<file path="src/rtl/types_pkg.sv">
// Shared frontend/dispatch types: the decoded-instruction record and dispatch sizing.
package types_pkg;

    localparam int unsigned DISPATCH_DEPTH = 8;

    typedef struct packed {
        logic [31:0] pc;
        logic [31:0] imm;
        logic [6:0]  opcode;
        logic [4:0]  rd;
        logic [4:0]  rs1;
        logic [4:0]  rs2;
        logic        fu_alu;
        logic        fu_mem;
    } decode_data;

    // Anything not marked as a memory op, NOP-class included, is routed to the ALU.
    function automatic logic routes_to_mem(input decode_data d);
        return d.fu_mem;
    endfunction

endpackage

</file>
<file path="src/rtl/dispatch_fifo.sv">
// Generic DEPTH x WIDTH in-order FIFO with occupancy count and synchronous flush.
// Storage is unreset; only pointers and count are cleared by reset or flush.
module dispatch_fifo #(
    parameter int unsigned  DEPTH = 8,
    parameter int unsigned  WIDTH = 32,
    localparam int unsigned PTR_W = $clog2(DEPTH)
) (
    input  logic             clk,
    input  logic             reset,
    input  logic             flush,
    input  logic             push,
    input  logic [WIDTH-1:0] wdata,
    input  logic             pop,
    output logic [WIDTH-1:0] rdata,
    output logic [PTR_W:0]   count,
    output logic             full,
    output logic             empty
);

    localparam logic [PTR_W:0] FULL_CNT = DEPTH[PTR_W:0];

    logic [WIDTH-1:0] storage_q [DEPTH];
    logic [PTR_W-1:0] wr_ptr_q, rd_ptr_q;
    logic [PTR_W:0]   count_q;

    always_ff @(posedge clk) begin
        if (push && !flush) begin
            storage_q[wr_ptr_q] <= wdata;
        end
    end

    // DEPTH is a power of two, so natural pointer overflow gives the wrap.
    always_ff @(posedge clk or negedge reset) begin
        if (!reset) begin
            wr_ptr_q <= '0;
            rd_ptr_q <= '0;
            count_q  <= '0;
        end else if (flush) begin
            wr_ptr_q <= '0;
            rd_ptr_q <= '0;
            count_q  <= '0;
        end else begin
            if (push) begin
                wr_ptr_q <= wr_ptr_q + PTR_W'(1);
            end
            if (pop) begin
                rd_ptr_q <= rd_ptr_q + PTR_W'(1);
            end
            unique case ({push, pop})
                2'b10:   count_q <= count_q + (PTR_W + 1)'(1);
                2'b01:   count_q <= count_q - (PTR_W + 1)'(1);
                default: count_q <= count_q;
            endcase
        end
    end

    assign rdata = storage_q[rd_ptr_q];
    assign count = count_q;
    assign full  = (count_q == FULL_CNT);
    assign empty = (count_q == '0);

endmodule

</file>
<file path="src/rtl/dispatch_queue.sv">
// In-order decode-to-issue dispatch queue routing the head entry to the ALU or MEM port.
// Optional same-cycle bypass of an empty queue is enabled by defining DISPATCH_BYPASS_EN.
module dispatch_queue
    import types_pkg::*;
#(
    parameter int unsigned  DEPTH = 8,
    localparam int unsigned PTR_W = $clog2(DEPTH)
) (
    input  logic             clk,
    input  logic             reset,
    input  logic             flush,
    input  logic             in_valid,
    output logic             in_ready,
    input  decode_data       in_data,
    output logic             alu_valid,
    input  logic             alu_ready,
    output decode_data       alu_data,
    output logic             mem_valid,
    input  logic             mem_ready,
    output decode_data       mem_data,
    output logic [PTR_W:0]   count
);

    decode_data fifo_rdata;
    decode_data head;
    logic       fifo_full, fifo_empty;
    logic       fifo_push, fifo_pop;
    logic       bypass, out_en, to_mem, fire;

`ifdef DISPATCH_BYPASS_EN
    assign bypass = reset && fifo_empty && in_valid && !flush;
`else
    assign bypass = 1'b0;
`endif

    assign head   = bypass ? in_data : fifo_rdata;
    assign to_mem = routes_to_mem(head);

    // reset masks the handshakes so nothing is offered while reset is held.
    assign in_ready  = reset && !fifo_full && !flush;
    assign out_en    = reset && !flush && (!fifo_empty || bypass);
    assign alu_valid = out_en && !to_mem;
    assign mem_valid = out_en && to_mem;
    assign alu_data  = head;
    assign mem_data  = head;

    assign fire = (alu_valid && alu_ready) || (mem_valid && mem_ready);

    // A bypassed instruction that dispatches this cycle never touches storage.
    assign fifo_push = in_valid && in_ready && !(bypass && fire);
    assign fifo_pop  = fire && !bypass;

    dispatch_fifo #(
        .DEPTH (DEPTH),
        .WIDTH ($bits(decode_data))
    ) u_fifo (
        .clk   (clk),
        .reset (reset),
        .flush (flush),
        .push  (fifo_push),
        .wdata (in_data),
        .pop   (fifo_pop),
        .rdata (fifo_rdata),
        .count (count),
        .full  (fifo_full),
        .empty (fifo_empty)
    );

    valids_exclusive: assert property (@(posedge clk) disable iff (!reset)
        !(alu_valid && mem_valid));

endmodule

</file>
<file path="config.mk">
export PLATFORM = sky130hd
export DESIGN_NAME = dispatch_queue
export DESIGN_NICKNAME = d
export VERILOG_FILES = /design/src/rtl/types_pkg.sv /design/src/rtl/dispatch_fifo.sv /design/src/rtl/dispatch_queue.sv
export SDC_FILE = /design/constraint.sdc
export NUM_CORES = 1
export LEC_CHECK = 0
export BUFFER_PORTS_ARGS = -buffer_cell sky130_fd_sc_hd__buf_2
export CAP_MARGIN = 20
export CORE_ASPECT_RATIO = 0.8
export CORE_MARGIN = 3
export CORE_UTILIZATION = 45
export CTS_BUF_LIST = sky130_fd_sc_hd__clkbuf_16
export CTS_CLUSTER_DIAMETER = 30
export DETAILED_ROUTE_END_ITERATION = 12
export GPL_ROUTABILITY_DRIVEN = 0
export SETUP_SLACK_MARGIN = 0.4
export SYNTH_ARGS = -nofsm -noshare
export SYNTH_HDL_FRONTEND = slang
export SYNTH_SLANG_ARGS = --single-unit
</file>
<file path="constraint.sdc">
create_clock -name clk -period 12.1 [get_ports clk]
set_input_delay 2.42 -clock clk [delete_from_list [all_inputs] [get_ports clk]]
set_output_delay 2.42 -clock clk [all_outputs]
set_load 0.005 [all_outputs]
</file>
# Yosys cells after proc, flatten, opt, wreduce, memory -nomap -nowiden
# Memories as Yosys holds them, arrays and structs flattened.
# Index checks and enable logic that the tools add are counted.
dict set report totals {
  input_bits 94
  ramBits 704
  mem_bits_ro 0
  out_inout_bits 183
  register_bits 10
  memories 1
  latch_bits 0
  word_cells 38
}
dict set report classes {
  multipliers 0
  n_reduce_logical 19
  n_div 0
  n_shift 0
  n_bitwise 0
  eq_ne 3
  addsub 4
  n_mux 8
  magnitude_cmp 0
}
# memory words width rd rd_ports_with_merged_regs wr line_no
set mem_list {}
lappend mem_list {u_fifo.storage_q 8 88 1 0 1 dispatch_fifo.sv:22} ;# logic [WIDTH-1:0] storage_q [DEPTH];
# cell count
set op_table {}
lappend op_table {{two-way mux 3 bit} 4}
lappend op_table {{logical AND 1 bit} 10}
lappend op_table {{one-hot mux 4 bit (2 select lines)} 1}
lappend op_table {{adder 3 x 1 -> 3 bit, second input constant} 2}
lappend op_table {{adder 4 x 1 -> 4 bit, second input constant} 1}
lappend op_table {{== test 4 bit, second input constant} 1}
lappend op_table {{zero test 1 bit} 4}
lappend op_table {{zero test 4 bit} 1}
lappend op_table {{two-way mux 4 bit} 1}
lappend op_table {{nonzero test 2 bit} 2}
lappend op_table {{subtractor 4 x 1 -> 4 bit, second input constant} 1}
lappend op_table {{nonzero test 3 bit} 1}
lappend op_table {{== test 2 x 1 -> 1 bit, second input constant} 1}
lappend op_table {{== test 2 bit, second input constant} 1}
lappend op_table {{two-way mux 1 bit} 2}
lappend op_table {{logical OR 1 bit} 1}

# Depth between registers and ports, before layout
# Gate-level depths: netlist of run 1.
dict set report logic_depth {
  word_depth 9
  mapped_depth 12
  depth_no_buf 10
}

# Modules after synthesis
# A second synthesis of run 1 with hierarchy kept.
dict set report hier_totals {
  cells_unflattened 1189
  area_unflattened_um2 27782.9
}
# module n_inst seq_area_each_um2 area_per_inst_um2 cells_per_inst
set modules_own_cells {}
lappend modules_own_cells {dispatch_fifo 1 21390.5 27072.2 1093}
lappend modules_own_cells {dispatch_queue 1 0.0 710.7 96}

# Worst setup path before layout of run 1
# Ideal clock, no wire load.
dict set report synth_path {
  path_kind {input -> register}
  startpoint {input reset}
  endpoint {memory u_fifo.storage_q[4][0] in the netlist's numbering, enable pin}
  slack_ns -0.820
  arrival_ns 12.138
  required_ns 11.319
  setup_ns 0.781
  path_buffers 1
  stages 4
  cell_sequence {nor2b_1 nand3_1 clkbuf_1 nor4b_1}
}
dict set report synth_between {
  elab_chain_len 6
}
# element line_no
set synth_rtl {}
lappend synth_rtl {{start, declared} dispatch_queue.sv:10} ;# input logic reset,
lappend synth_rtl {{logical AND 1 bit (2 in a row)} dispatch_queue.sv:40} ;# assign in_ready = reset && !fifo_full && !flush;
lappend synth_rtl {{logical AND 1 bit} dispatch_queue.sv:50} ;# assign fifo_push = in_valid && in_ready && !(bypass && fire);
lappend synth_rtl {{logical AND 1 bit} dispatch_fifo.sv:27} ;# if (push && !flush) begin
lappend synth_rtl {{two-way mux 1 bit} dispatch_fifo.sv:27}
lappend synth_rtl {{two-way mux 1 bit (not written as such)} dispatch_fifo.sv:28} ;# storage_q[wr_ptr_q] <= wdata;
lappend synth_rtl {{end, declared} dispatch_fifo.sv:22}
# Every way passes these cells.

# Worst setup path in the final report of run 1
dict set report layout_path {
  startpoint {register u_fifo.rd_ptr_q[1]}
  endpoint {output mem_valid}
}
dict set report layout_between {
  elab_chain_len 2
}
# element line_no
set layout_rtl {}
lappend layout_rtl {{start, declared} dispatch_fifo.sv:23} ;# logic [PTR_W-1:0] wr_ptr_q, rd_ptr_q;
lappend layout_rtl {{start signal, assigned} dispatch_fifo.sv:47} ;# rd_ptr_q <= rd_ptr_q + PTR_W'(1);
lappend layout_rtl {{memory (8 x 88 bit)} --}
lappend layout_rtl {{logical AND 1 bit} dispatch_queue.sv:43} ;# assign mem_valid = out_en && to_mem;
lappend layout_rtl {{end, declared} dispatch_queue.sv:18} ;# output logic mem_valid,
# Every way passes these cells.

==> metrics.yaml, run 1 <==
sta:
  finalSetupTns_ns: 0
  slew_headroom_pct: 31.1
  max_slew.worst_pin.slew_ns: 1.03
  final_period_minus_worst_setup_slack_ns: 6.19
  final_number_of_hold_violating_endpoints: 0
  setup_viol: 0
  finalClockSkew_ns: 0.0231
  timing.final.crit_share_pct: 51.2
  grt_setup_unrepaired: "no"
  final_report_max_slew_violation_count: 0
  fmax_mhz: 161
die:
  initial_core_util_pct: 46.0
  num_io_pins: 277
  floorplan.core_area_sq_um: 60300
  die_h_microns: 228
  floorplan.rows: 80
  design.die.area_sq_um: 64700
  die_w_microns: 284
critical_path:
  cp.arrival_ns: 3.77
  cp-end-kind: "output pin"
  timing.critical_path.slowest_cell_delay_ns: 1.06
  cp_cell_sequence: "buf_4, mux4_2, mux2_4, and3_1, buf_2"
  worstPathMaxFanout: 67
  setup.worst_path.start_class: "flip-flop"
  slowest_stage: "sky130_fd_sc_hd__dfrtp_4"
  worst_ep_required_time_ns: 9.68
  timing.setup.critical_path_class: "reg2out"
synth:
  post-synth-top-area-fraction_pct: 76.2
  yosysWarnings: 0
  avgSynthCellArea_sq_um: 23.3
  synth.lib_cells_used.distinct: 37
  synthesis.area_sq_um: 27700
  post_synth_inst_count: 1190
  post_synth_main_area_contributors: "sky130_fd_sc_hd__edfxtp_1 76%, sky130_fd_sc_hd__mux4_2 14%, sky130_fd_sc_hd__mux2_2 3.5%, sky130_fd_sc_hd__buf_4 2.4%, sky130_fd_sc_hd__dfrtp_1 0.90%"
  postSynthNetCount: 1289
  synth_area_leader_cell: "sky130_fd_sc_hd__edfxtp_1"
  ys_ff_latch: 714
  synth-seq-area-share_pct: 77.1
routing:
  drtPass1Iterations: 5
  initialDrtViolationCount: 708
  routed_wire_length_per_instance_microns: 23.1
  drcViolationCount: 0
  vias: 12449
  wirelength_microns: 55200
  route.antenna.remaining_nets: 0
  vias_per_cell: 5.21
layout:
  drive_above_1_share_pct: 49.4
  final_cell_count_no_fill: 2390
  nFillCells: 4553
  area_occupied_by_multi_input_gates_sq_um: 5490
  finalNetCount: 1566
  seq_area_sq_um: 21400
  final_cell_area_sq_um: 33600
  flow.area_growth_from_synthesis_pct: 21.1
global_routing:
  groute.usage.overall_pct: 17.2
  grt_antenna_before_repair: 11
  grt_start_max_net_pins: 91
  global_route.overflow_total: 0
  wire_length_of_the_first_global_routing_pass_microns: 83600
  via_count_of_the_first_global_routing_pass: 13266
clock_network:
  cts.htree.levels: 3
  cts_max_path_buffers: 3
  cts_tree: "built"
  tritoncts_buffers: 117
  cts_repair_resize_count: 0
  cts_hold_repair.buffers: 0
  worst_skew_pair.late_latency_ns: 0.65
  post_cts_setup_buffer_count: 0
  cts_sinks: 714
  clock_tree.root_cell: "sky130_fd_sc_hd__clkbuf_16"
  clk_pin_slew_worst_paths_ns: 0.05
placement:
  port_buffer_count: 276
  place_hpwl_microns: 28500
  place_area_sq_um: 29500
  numPlacedInstances: 2167
power:
  p_per_area_nw_per_um2: 184
  max-vdd-ir-drop_uv: 120
  leakage_power_nw: 11.1
  p_total_w: 0.00619
status:
  status: "finished, final reports clean"
run:
  max_cap_violations: 0
worst_hold_path:
  hold_path.class: "reg2reg"
## flip-flops by register name (all words and copies together), names as in the netlist
| register | flops |
|---|---|
| u_fifo.storage_q | 704 |
| u_fifo.count | 4 |
| u_fifo.wr_ptr_q | 3 |
| u_fifo.rd_ptr_q | 3 |
## routing by layer
metal	vias to the layer above	routed length (microns)	part of all wire [%]	global-route usage, %
li1	5508	-	-	-
met1	6498	23400	42	22.6
met2	324	27600	50	28.4
met3	101	3070	5.6	4.42
met4	18	1070	1.9	5.12
met5	-	112	0.20	0
## layout make-up
type | count | share of cell area [%]
Sequential cell | 714 | 63.7
Multi-Input combinational cell | 333 | 16.4
Clock buffer | 118 | 8.79
Timing Repair Buffer | 301 | 4.77
Clock inverter | 103 | 3.28
Tap cell | 820 | 3.06
Antenna cell | 1 | 0.00745
## power by group
| part | internal [W] | leakage [nW] | switching (W) | total, W |
|---|---|---|---|---|
| combinational | 0.0000641 | 2.65 | 0.0000767 | 0.000141 |
| sequential | 0.00274 | 6.47 | 0.00000630 | 0.00274 |
| clock | 0.00215 | 1.96 | 0.00116 | 0.00331 |
| total | 0.00495 | 11.1 | 0.00124 | 0.00619 |
## worst paths after layout
check	slack, ns	endpoint	start	depth (start not counted)
max reg2reg	7.50	u_fifo.count[3]	u_fifo.rd_ptr_q[1]	11
min reg2reg	0.70	u_fifo.wr_ptr_q[1]	u_fifo.wr_ptr_q[1]	2
min	0.70	u_fifo.wr_ptr_q[1]	u_fifo.wr_ptr_q[1]	2
min in group asynchronous	1.62	u_fifo.wr_ptr_q[2]	reset	1
max in group asynchronous	10.25	u_fifo.rd_ptr_q[1]	reset	1
max	5.91	mem_valid	u_fifo.rd_ptr_q[1]	5
## cell families after synthesis
group,share of synthesized area (%)
AOI/OAI and AO/OA,0.257
xor gates and xnor gates,0.239
adders and majority gates,0.253
buffers and inverters,3.24
DFF,77.1
muxes,18.0
and+or+nand+nor,0.848
## cells in the final DEF (no fill, tap or decap), types with 5 or more instances in the layout
cell type,instances
sky130_fd_sc_hd__clkinvlp_4,17
sky130_fd_sc_hd__inv_1,6
sky130_fd_sc_hd__inv_6,8
sky130_fd_sc_hd__clkinv_4,14
sky130_fd_sc_hd__buf_4,23
sky130_fd_sc_hd__edfxtp_1,704
sky130_fd_sc_hd__nand2_1,8
sky130_fd_sc_hd__clkinv_1,17
sky130_fd_sc_hd__clkinv_2,19
sky130_fd_sc_hd__mux2_2,87
sky130_fd_sc_hd__clkbuf_16,118
sky130_fd_sc_hd__dfrtp_1,7
sky130_fd_sc_hd__buf_2,276
sky130_fd_sc_hd__nor2_1,9
sky130_fd_sc_hd__mux4_2,176
sky130_fd_sc_hd__nand2b_1,5
sky130_fd_sc_hd__bufinv_16,17
## per-stage QoR
step                hold slack [ns]  utilization (%)  setup WS (ns)
global placement              0.676             48.9           6.28
global route                  0.741             55.7           5.72
floorplan                     0.596                -         -0.820
finish                        0.702             55.7           5.91
CTS                           0.707             55.7           5.81
detailed placement            0.700             48.9           6.22
## worst max-delay path: cells and delay by family (launching register included)
family                 cells  cell delay (ns)
and+or+nand+nor            1             0.15
buffers and inverters      2             1.04
muxes                      2             0.75
DFF                        1             1.06
## Yosys cell counts
cell                       number
sky130_fd_sc_hd__a221o_1        1
sky130_fd_sc_hd__mux2i_4        1
sky130_fd_sc_hd__clkbuf_1      34
sky130_fd_sc_hd__nor4b_1        2
sky130_fd_sc_hd__fa_1           1
sky130_fd_sc_hd__ha_1           4
sky130_fd_sc_hd__or4b_1         1
sky130_fd_sc_hd__buf_6          1
sky130_fd_sc_hd__and3_1         2
sky130_fd_sc_hd__nand3_1        3
sky130_fd_sc_hd__buf_2         17
sky130_fd_sc_hd__edfxtp_1     704
sky130_fd_sc_hd__nor4_1         3
sky130_fd_sc_hd__o311ai_1       1
sky130_fd_sc_hd__mux2i_1        2
sky130_fd_sc_hd__nand2b_1       5
sky130_fd_sc_hd__nor2_1        10
sky130_fd_sc_hd__nand2_1        8
sky130_fd_sc_hd__a21o_1         2
sky130_fd_sc_hd__o21ai_1        2
sky130_fd_sc_hd__mux2_2        87
sky130_fd_sc_hd__nor3_1         3
sky130_fd_sc_hd__and2_1         2
sky130_fd_sc_hd__xnor3_1        1
sky130_fd_sc_hd__o21bai_1       1
sky130_fd_sc_hd__xnor2_1        3
sky130_fd_sc_hd__or4_1          1
sky130_fd_sc_hd__buf_1          2
sky130_fd_sc_hd__xor2_1         2
sky130_fd_sc_hd__dfrtp_1       10
sky130_fd_sc_hd__nor2b_1        1
sky130_fd_sc_hd__buf_4         89
sky130_fd_sc_hd__mux4_2       176
sky130_fd_sc_hd__nor3b_1        2
sky130_fd_sc_hd__mux2_4         1
sky130_fd_sc_hd__or3_1          1
sky130_fd_sc_hd__a21oi_1        4
Note: power is estimated with default switching activity, not from simulation.
==> inputs of run 2 (changes only) <==
--- a/config.mk
+++ b/config.mk
@@ -5,6 +5,7 @@
 export SDC_FILE = /design/constraint.sdc
 export NUM_CORES = 1
 export LEC_CHECK = 0
+export ABC_AREA = 1
 export BUFFER_PORTS_ARGS = -buffer_cell sky130_fd_sc_hd__buf_2
 export CAP_MARGIN = 20
 export CORE_ASPECT_RATIO = 0.8
==> constraint.sdc (replaced) <==
create_clock -name clk -period 6.3 [get_ports clk]
set_input_delay 1.26 -clock clk [delete_from_list [all_inputs] [get_ports clk]]
set_output_delay 1.26 -clock clk [all_outputs]
set_load 0.005 [all_outputs]
==> run 2 against run 1 <==
Effect of this change: clock skew shrank 0.010 ns; hold slack lost 0.24 ns; routed wire length grew 21%; die area grew 2.5%; critical endpoint is now alu_data[83]; highest routed layer unchanged.
==> metrics.yaml, run 2 <==
status:
  status: "finished, final reports clean"
power:
  p_per_area_nw_per_um2: 378
  clock_power_share_pct: 51.0
  max-vdd-ir-drop_uv: 231
  p_total_w: 0.0129
  internal-power_w: 0.0100
  combinationalPowerShare_pct: 7.7
  p_seq_share_pct: 41.3
  leakage_power_nw: 12.1
  net-switching-power_w: 0.00292
  netSwitchingFraction_pct: 22.6
die:
  floorplan.rows: 81
  initial_core_util_pct: 46.0
  die_h_microns: 231
  num_io_pins: 277
  design.die.area_sq_um: 66300
  floorplan.core_area_sq_um: 61800
  die_w_microns: 287
placement:
  port_buffer_count: 276
  place_hpwl_microns: 34600
sta:
  final_period_minus_worst_setup_slack_ns: 5.03
  finalSetupTns_ns: 0
  max_slew.worst_pin.slew_ns: 1.09
  setup_viol: 0
  finalClockSkew_ns: 0.0131
  fmax_mhz: 199
  final_report_max_slew_violation_count: 0
  slew_headroom_pct: 27.1
  final_number_of_hold_violating_endpoints: 0
  timing.final.crit_share_pct: 79.9
  grt_setup_unrepaired: "no"
synth:
  yosysWarnings: 0
  synth.cells.most_frequent: "704 x sky130_fd_sc_hd__edfxtp_1, 624 x sky130_fd_sc_hd__nor2_1, 299 x sky130_fd_sc_hd__o21ai_0"
  avgSynthCellArea_sq_um: 13.1
  synth_flop_cell: "sky130_fd_sc_hd__edfxtp_1"
  post-synth-top-area-fraction_pct: 74.3
  post_synth_inst_count: 2179
  synth.lib_cells_used.distinct: 30
  synth-edff-count: 704
  postSynthNetCount: 2278
  post-synth-top-count-cell: "sky130_fd_sc_hd__edfxtp_1"
  ys_async_sr_fraction_pct: 1.40
  synthesis.area_sq_um: 28500
  synth_area_leader_cell: "sky130_fd_sc_hd__edfxtp_1"
  ys_ff_latch: 714
  post_synth_main_area_contributors: "sky130_fd_sc_hd__edfxtp_1 74%, sky130_fd_sc_hd__nor2_1 8.2%, sky130_fd_sc_hd__o21ai_0 5.3%, sky130_fd_sc_hd__buf_4 3.0%, sky130_fd_sc_hd__a31oi_1 1.9%"
  synth-seq-area-share_pct: 75.2
worst_hold_path:
  hold_path.class: "in2async"
layout:
  flow.area_growth_from_synthesis_pct: 20.4
  commonest_cells_after_routing_fill_and_taps_aside: "704 x sky130_fd_sc_hd__edfxtp_1, 616 x sky130_fd_sc_hd__nor2_1, 299 x sky130_fd_sc_hd__o21ai_0"
  final_core_util_pct: 55.4
  finalNetCount: 2496
  nFillCells: 5033
  registers.top_by_ff_count: "u_fifo.storage_q"
  drive_above_1_share_pct: 21.4
  largest_register_ff_count: 704
  area_occupied_by_multi_input_gates_sq_um: 5700
  layout.cells.most_common: "sky130_fd_sc_hd__edfxtp_1"
  seq_area_sq_um: 21400
routing:
  drcViolationCount: 0
  route.antenna.remaining_nets: 0
  vias: 17651
  vias_per_cell: 5.30
  routed_wire_length_per_instance_microns: 20.1
  wirelength_microns: 67000
  initialDrtViolationCount: 1673
  drtPass1Iterations: 5
clock_network:
  cts_sinks: 714
  tritoncts_buffers: 131
  worst_skew_pair.late_latency_ns: 0.67
  post_cts_setup_buffer_count: 0
  cts_hold_repair.buffers: 0
  cts.htree.levels: 4
  cts_tree: "built"
  cts_repair_resize_count: 0
  cts_max_path_buffers: 3
  clk_pin_slew_worst_paths_ns: 0.05
  clock_tree.root_cell: "sky130_fd_sc_hd__clkbuf_16"
global_routing:
  grt_antenna_before_repair: 8
  grt_start_max_net_pins: 172
  global_route.overflow_total: 0
  groute.usage.overall_pct: 20.3
  wire_length_of_the_first_global_routing_pass_microns: 103000
  via_count_of_the_first_global_routing_pass: 17199
critical_path:
  worstPathMaxFanout: 171
  slowest_stage: "sky130_fd_sc_hd__inv_8"
  timing.setup.critical_path_class: "reg2out"
  worst_ep_required_time_ns: 5.04
  crit-reg2reg-launch: "u_fifo.rd_ptr_q[1]"
  rr_worst_depth: 15
  cp-end-kind: "output pin"
  cp-startpoint: "u_fifo.rd_ptr_q[0]"
  setup.worst_path.start_class: "flip-flop"
  cp_cell_sequence: "inv_8, buf_4, o21ai_0, o22ai_1, nor2_1, a31oi_1, buf_2"
  cp.arrival_ns: 3.77
  timing.critical_path.slowest_cell_delay_ns: 0.79
run:
  max_cap_violations: 0
-- run 2: worst max-delay path, delay by kind of cell (launching register included) --
| kind | cells | cell delay, ns |
|---|---|---|
| buf+inv | 3 | 1.54 |
| flops | 1 | 0.76 |
| compound gates | 3 | 0.59 |
| simple gates | 1 | 0.06 |
-- run 2: routing by layer --
layer / share of wire [%] / track usage, %
met4: 1.8 / 6.65
met1: 44 / 27.8
met2: 48 / 32.3
met5: 0.085 / 0
met3: 6.4 / 4.78
-- run 2: path summary, 6_finish.rpt --
kind,endpoint,slack [ns]
max in group asynchronous,u_fifo.rd_ptr_q[1],5.60
hold reg to reg,u_fifo.wr_ptr_q[0],0.63
setup reg to reg,u_fifo.count[3],2.59
setup / recovery,alu_data[83],1.27
min in group clk,u_fifo.wr_ptr_q[0],0.63
hold / removal,u_fifo.rd_ptr_q[0],0.46
-- run 2: cells by family after synthesis --
kind of cell / after synthesis / share of synthesized area, %
buffers and inverters: 248 / 5.00
DFF: 714 / 75.2
and+or+nand+nor: 679 / 9.37
AOI/OAI and AO/OA: 531 / 10.1
adders and majority gates: 5 / 0.246
xor gates and xnor gates: 2 / 0.0616
-- run 2: power groups by stage --
stage	clock (W)	combinational [W]	sequential, W
after CTS	0.00672	0.00102	0.00534
after global placement	0	0.000991	0.00543
after floorplan	0	0.000725	0.00541
final	0.00660	0.000997	0.00534
after global routing	0.00696	0.00112	0.00534
after detailed placement	0	0.00101	0.00543
-- run 2: metrics by stage --
step | setup WS [ns] | instance area (sq um) | cells | hold slack [ns]
global placement | 1.94 | 30000 | 3092 | 0.572
floorplan | 0.207 | 28500 | 2179 | 0.539
global route | 0.940 | 34200 | 3329 | 0.427
CTS | 1.17 | 34200 | 3326 | 0.404
detailed placement | 1.93 | 30000 | 3093 | 0.612
finish | 1.27 | 34300 | 3331 | 0.458
-- run 2: cell type report --
class	count	area share [%]
antenna	4	0.0292
clock buffer	138	10.1
clock inverter	95	2.29
inverter	24	0.314
multi-input combinational	1217	16.6
sequential	714	62.5
tap	830	3.03
timing repair buffer	309	5.14
==> inputs of run 3 (changes only) <==
--- a/config.mk
+++ b/config.mk
@@ -15,6 +15,7 @@
 export CTS_CLUSTER_DIAMETER = 30
 export DETAILED_ROUTE_END_ITERATION = 12
 export GPL_ROUTABILITY_DRIVEN = 0
+export PLACE_DENSITY = 0.66
 export SETUP_SLACK_MARGIN = 0.4
 export SYNTH_ARGS = -nofsm -noshare
 export SYNTH_HDL_FRONTEND = slang
==> constraint.sdc (replaced) <==
create_clock -name clk -period 4.5 [get_ports clk]
set_input_delay 0.9 -clock clk [delete_from_list [all_inputs] [get_ports clk]]
set_output_delay 0.9 -clock clk [all_outputs]
set_load 0.005 [all_outputs]
==> run 3 against run 2 <==
Effect of this change: cell area rose by 0.54%; utilization rose by 0.30 points; via count increased by 2.4%; sequential power up 40%; largest cell class unchanged; routed wire length is 1.7% higher; hold slack worse by 0.35 ns; first-iteration DRC count is 5.0% higher.
==> metrics.yaml, run 3 (synthesis results as in run 2) <==
status:
  status: "finished, final reports clean"
critical_path:
  cp_cell_sequence: "clkinv_16, buf_12, o21ai_0, o22ai_1, nor2_1, a31oi_1, buf_2"
  regToRegEndpoint: "u_fifo.count[3]"
  timing.setup.critical_path_class: "reg2out"
  crit-reg2reg-launch: "u_fifo.rd_ptr_q[0]"
  worstPathMaxFanout: 109
  cp-end-kind: "output pin"
  worst_ep_required_time_ns: 3.60
  cp-startpoint: "u_fifo.rd_ptr_q[0]"
  worst-r2r-setup-slack_ns: 1.35
  setup.worst_path.start_class: "flip-flop"
  rr_worst_depth: 17
  timing.critical_path.slowest_cell_delay_ns: 0.76
  slowest_stage: "sky130_fd_sc_hd__dfrtp_4"
  cp.arrival_ns: 3.01
routing:
  wirelength_microns: 68200
  vias: 18078
  drcViolationCount: 0
  routed_wire_length_per_instance_microns: 20.4
  initialDrtViolationCount: 1756
  route.antenna.remaining_nets: 0
  drtPass1Iterations: 5
  vias_per_cell: 5.41
global_routing:
  grt_antenna_before_repair: 6
  via_count_of_the_first_global_routing_pass: 17489
  wire_length_of_the_first_global_routing_pass_microns: 102000
  grt_start_max_net_pins: 169
  groute.usage.overall_pct: 19.8
  global_route.overflow_total: 0
clock_network:
  cts_sinks: 714
  cts_hold_repair.buffers: 0
  clk_pin_slew_worst_paths_ns: 0.05
  clock_tree.root_cell: "sky130_fd_sc_hd__clkbuf_16"
  tritoncts_buffers: 120
  cts_max_path_buffers: 3
  cts_tree: "built"
  cts.htree.levels: 3
  worst_skew_pair.late_latency_ns: 0.66
power:
  max-vdd-ir-drop_uv: 432
  netSwitchingFraction_pct: 23.7
  p_per_area_nw_per_um2: 519
  combinationalPowerShare_pct: 8.3
  internal-power_w: 0.0136
  p_seq_share_pct: 41.7
  leakage_power_nw: 12.2
  net-switching-power_w: 0.00423
  clock_power_share_pct: 50.0
placement:
  place_area_sq_um: 30200
  place_hpwl_microns: 36600
  port_buffer_count: 276
die:
  die_h_microns: 231
  num_io_pins: 277
  die_w_microns: 287
  floorplan.core_area_sq_um: 61800
  design.die.area_sq_um: 66300
  floorplan.rows: 81
  initial_core_util_pct: 46.0
layout:
  final_cell_area_sq_um: 34400
  final_core_util_pct: 55.7
  nFillCells: 4964
  layout.cells.most_common: "sky130_fd_sc_hd__edfxtp_1"
  seq_area_sq_um: 21400
  largest_register_ff_count: 704
  area_occupied_by_multi_input_gates_sq_um: 5700
  registers.top_by_ff_count: "u_fifo.storage_q"
  drive_above_1_share_pct: 22.2
  flow.area_growth_from_synthesis_pct: 21.0
  commonest_cells_after_routing_fill_and_taps_aside: "704 x sky130_fd_sc_hd__edfxtp_1, 616 x sky130_fd_sc_hd__nor2_1, 299 x sky130_fd_sc_hd__o21ai_0"
  finalNetCount: 2501
sta:
  finalClockSkew_ns: 0.0153
  setup_viol: 0
  final_number_of_hold_violating_endpoints: 0
  grt_setup_unrepaired: "no"
  final_period_minus_worst_setup_slack_ns: 3.91
  timing.final.crit_share_pct: 86.9
  fmax_mhz: 256
  slew_headroom_pct: 45.7
  final_report_max_slew_violation_count: 0
  max_slew.worst_pin.slew_ns: 0.814
  finalSetupTns_ns: 0
worst_hold_path:
  hold_path.class: "in2async"
run:
  max_cap_violations: 0
-- run 3: timing repair --
| action | CTS | global route |
|---|---|---|
| setup buffers | 0 | 2 |
| endpoints found under the hold margin | 0 | 0 |
| resized for setup | 2 | 6 |
| cloned | 0 | 2 |
| endpoints found under the setup margin | 16 | 55 |
-- run 3: stage by stage --
stage               setup WS (ns)  std cells  total power [W]  hold slack, ns
finish                      0.591       3340           0.0179           0.110
global route                0.426       3339           0.0185          0.0965
CTS                         0.386       3334           0.0180          0.0756
detailed placement           1.04       3106          0.00904           0.599
global placement             1.07       3106          0.00902           0.569
floorplan                   0.202       2179          0.00858           0.539
-- run 3: power groups by stage --
stage	Combinational [W]	Clock (W)	Sequential, W
after CTS	0.00147	0.00907	0.00746
after global routing	0.00166	0.00938	0.00746
after global placement	0.00143	0	0.00758
after detailed placement	0.00146	0	0.00758
final	0.00148	0.00894	0.00746
after floorplan	0.00102	0	0.00757
-- run 3: cell type report --
type | instances | share of cell area (%)
clock buffers | 122 | 8.87
inverters | 24 | 0.389
clock inverters | 106 | 2.92
multi-input cells | 1217 | 16.5
repair buffers | 325 | 6.11
well taps | 830 | 3.02
flip-flops and latches | 714 | 62.1
diodes | 2 | 0.0145
-- run 3: worst max path at each step --
stage                     cells after the start                     end
after floorplan                               7  u_fifo.storage_q[4][0]
after CTS                                     6            mem_data[63]
after detailed placement                      7             alu_data[1]
after global placement                        7            mem_data[63]
final                                         7            alu_data[55]
after global routing                          7            alu_data[48]
-- run 3: routing by layer --
layer  vias to the layer above  routed length (microns)  track usage, %
li1                       8352                        -               -
met1                      8897                    28900            26.8
met2                       701                    32600            31.9
met3                       120                     5330            4.88
met4                         8                     1360            5.79
met5                         -                       48               0
-- run 3: worst max-delay path, delay by kind of cell, from the launching register on --
family	cells	cell delay (ns)
buffers and inverters	3	0.86
flip-flops	1	0.76
AO/OA/AOI/OAI	3	0.42
AND/OR/NAND/NOR	1	0.10
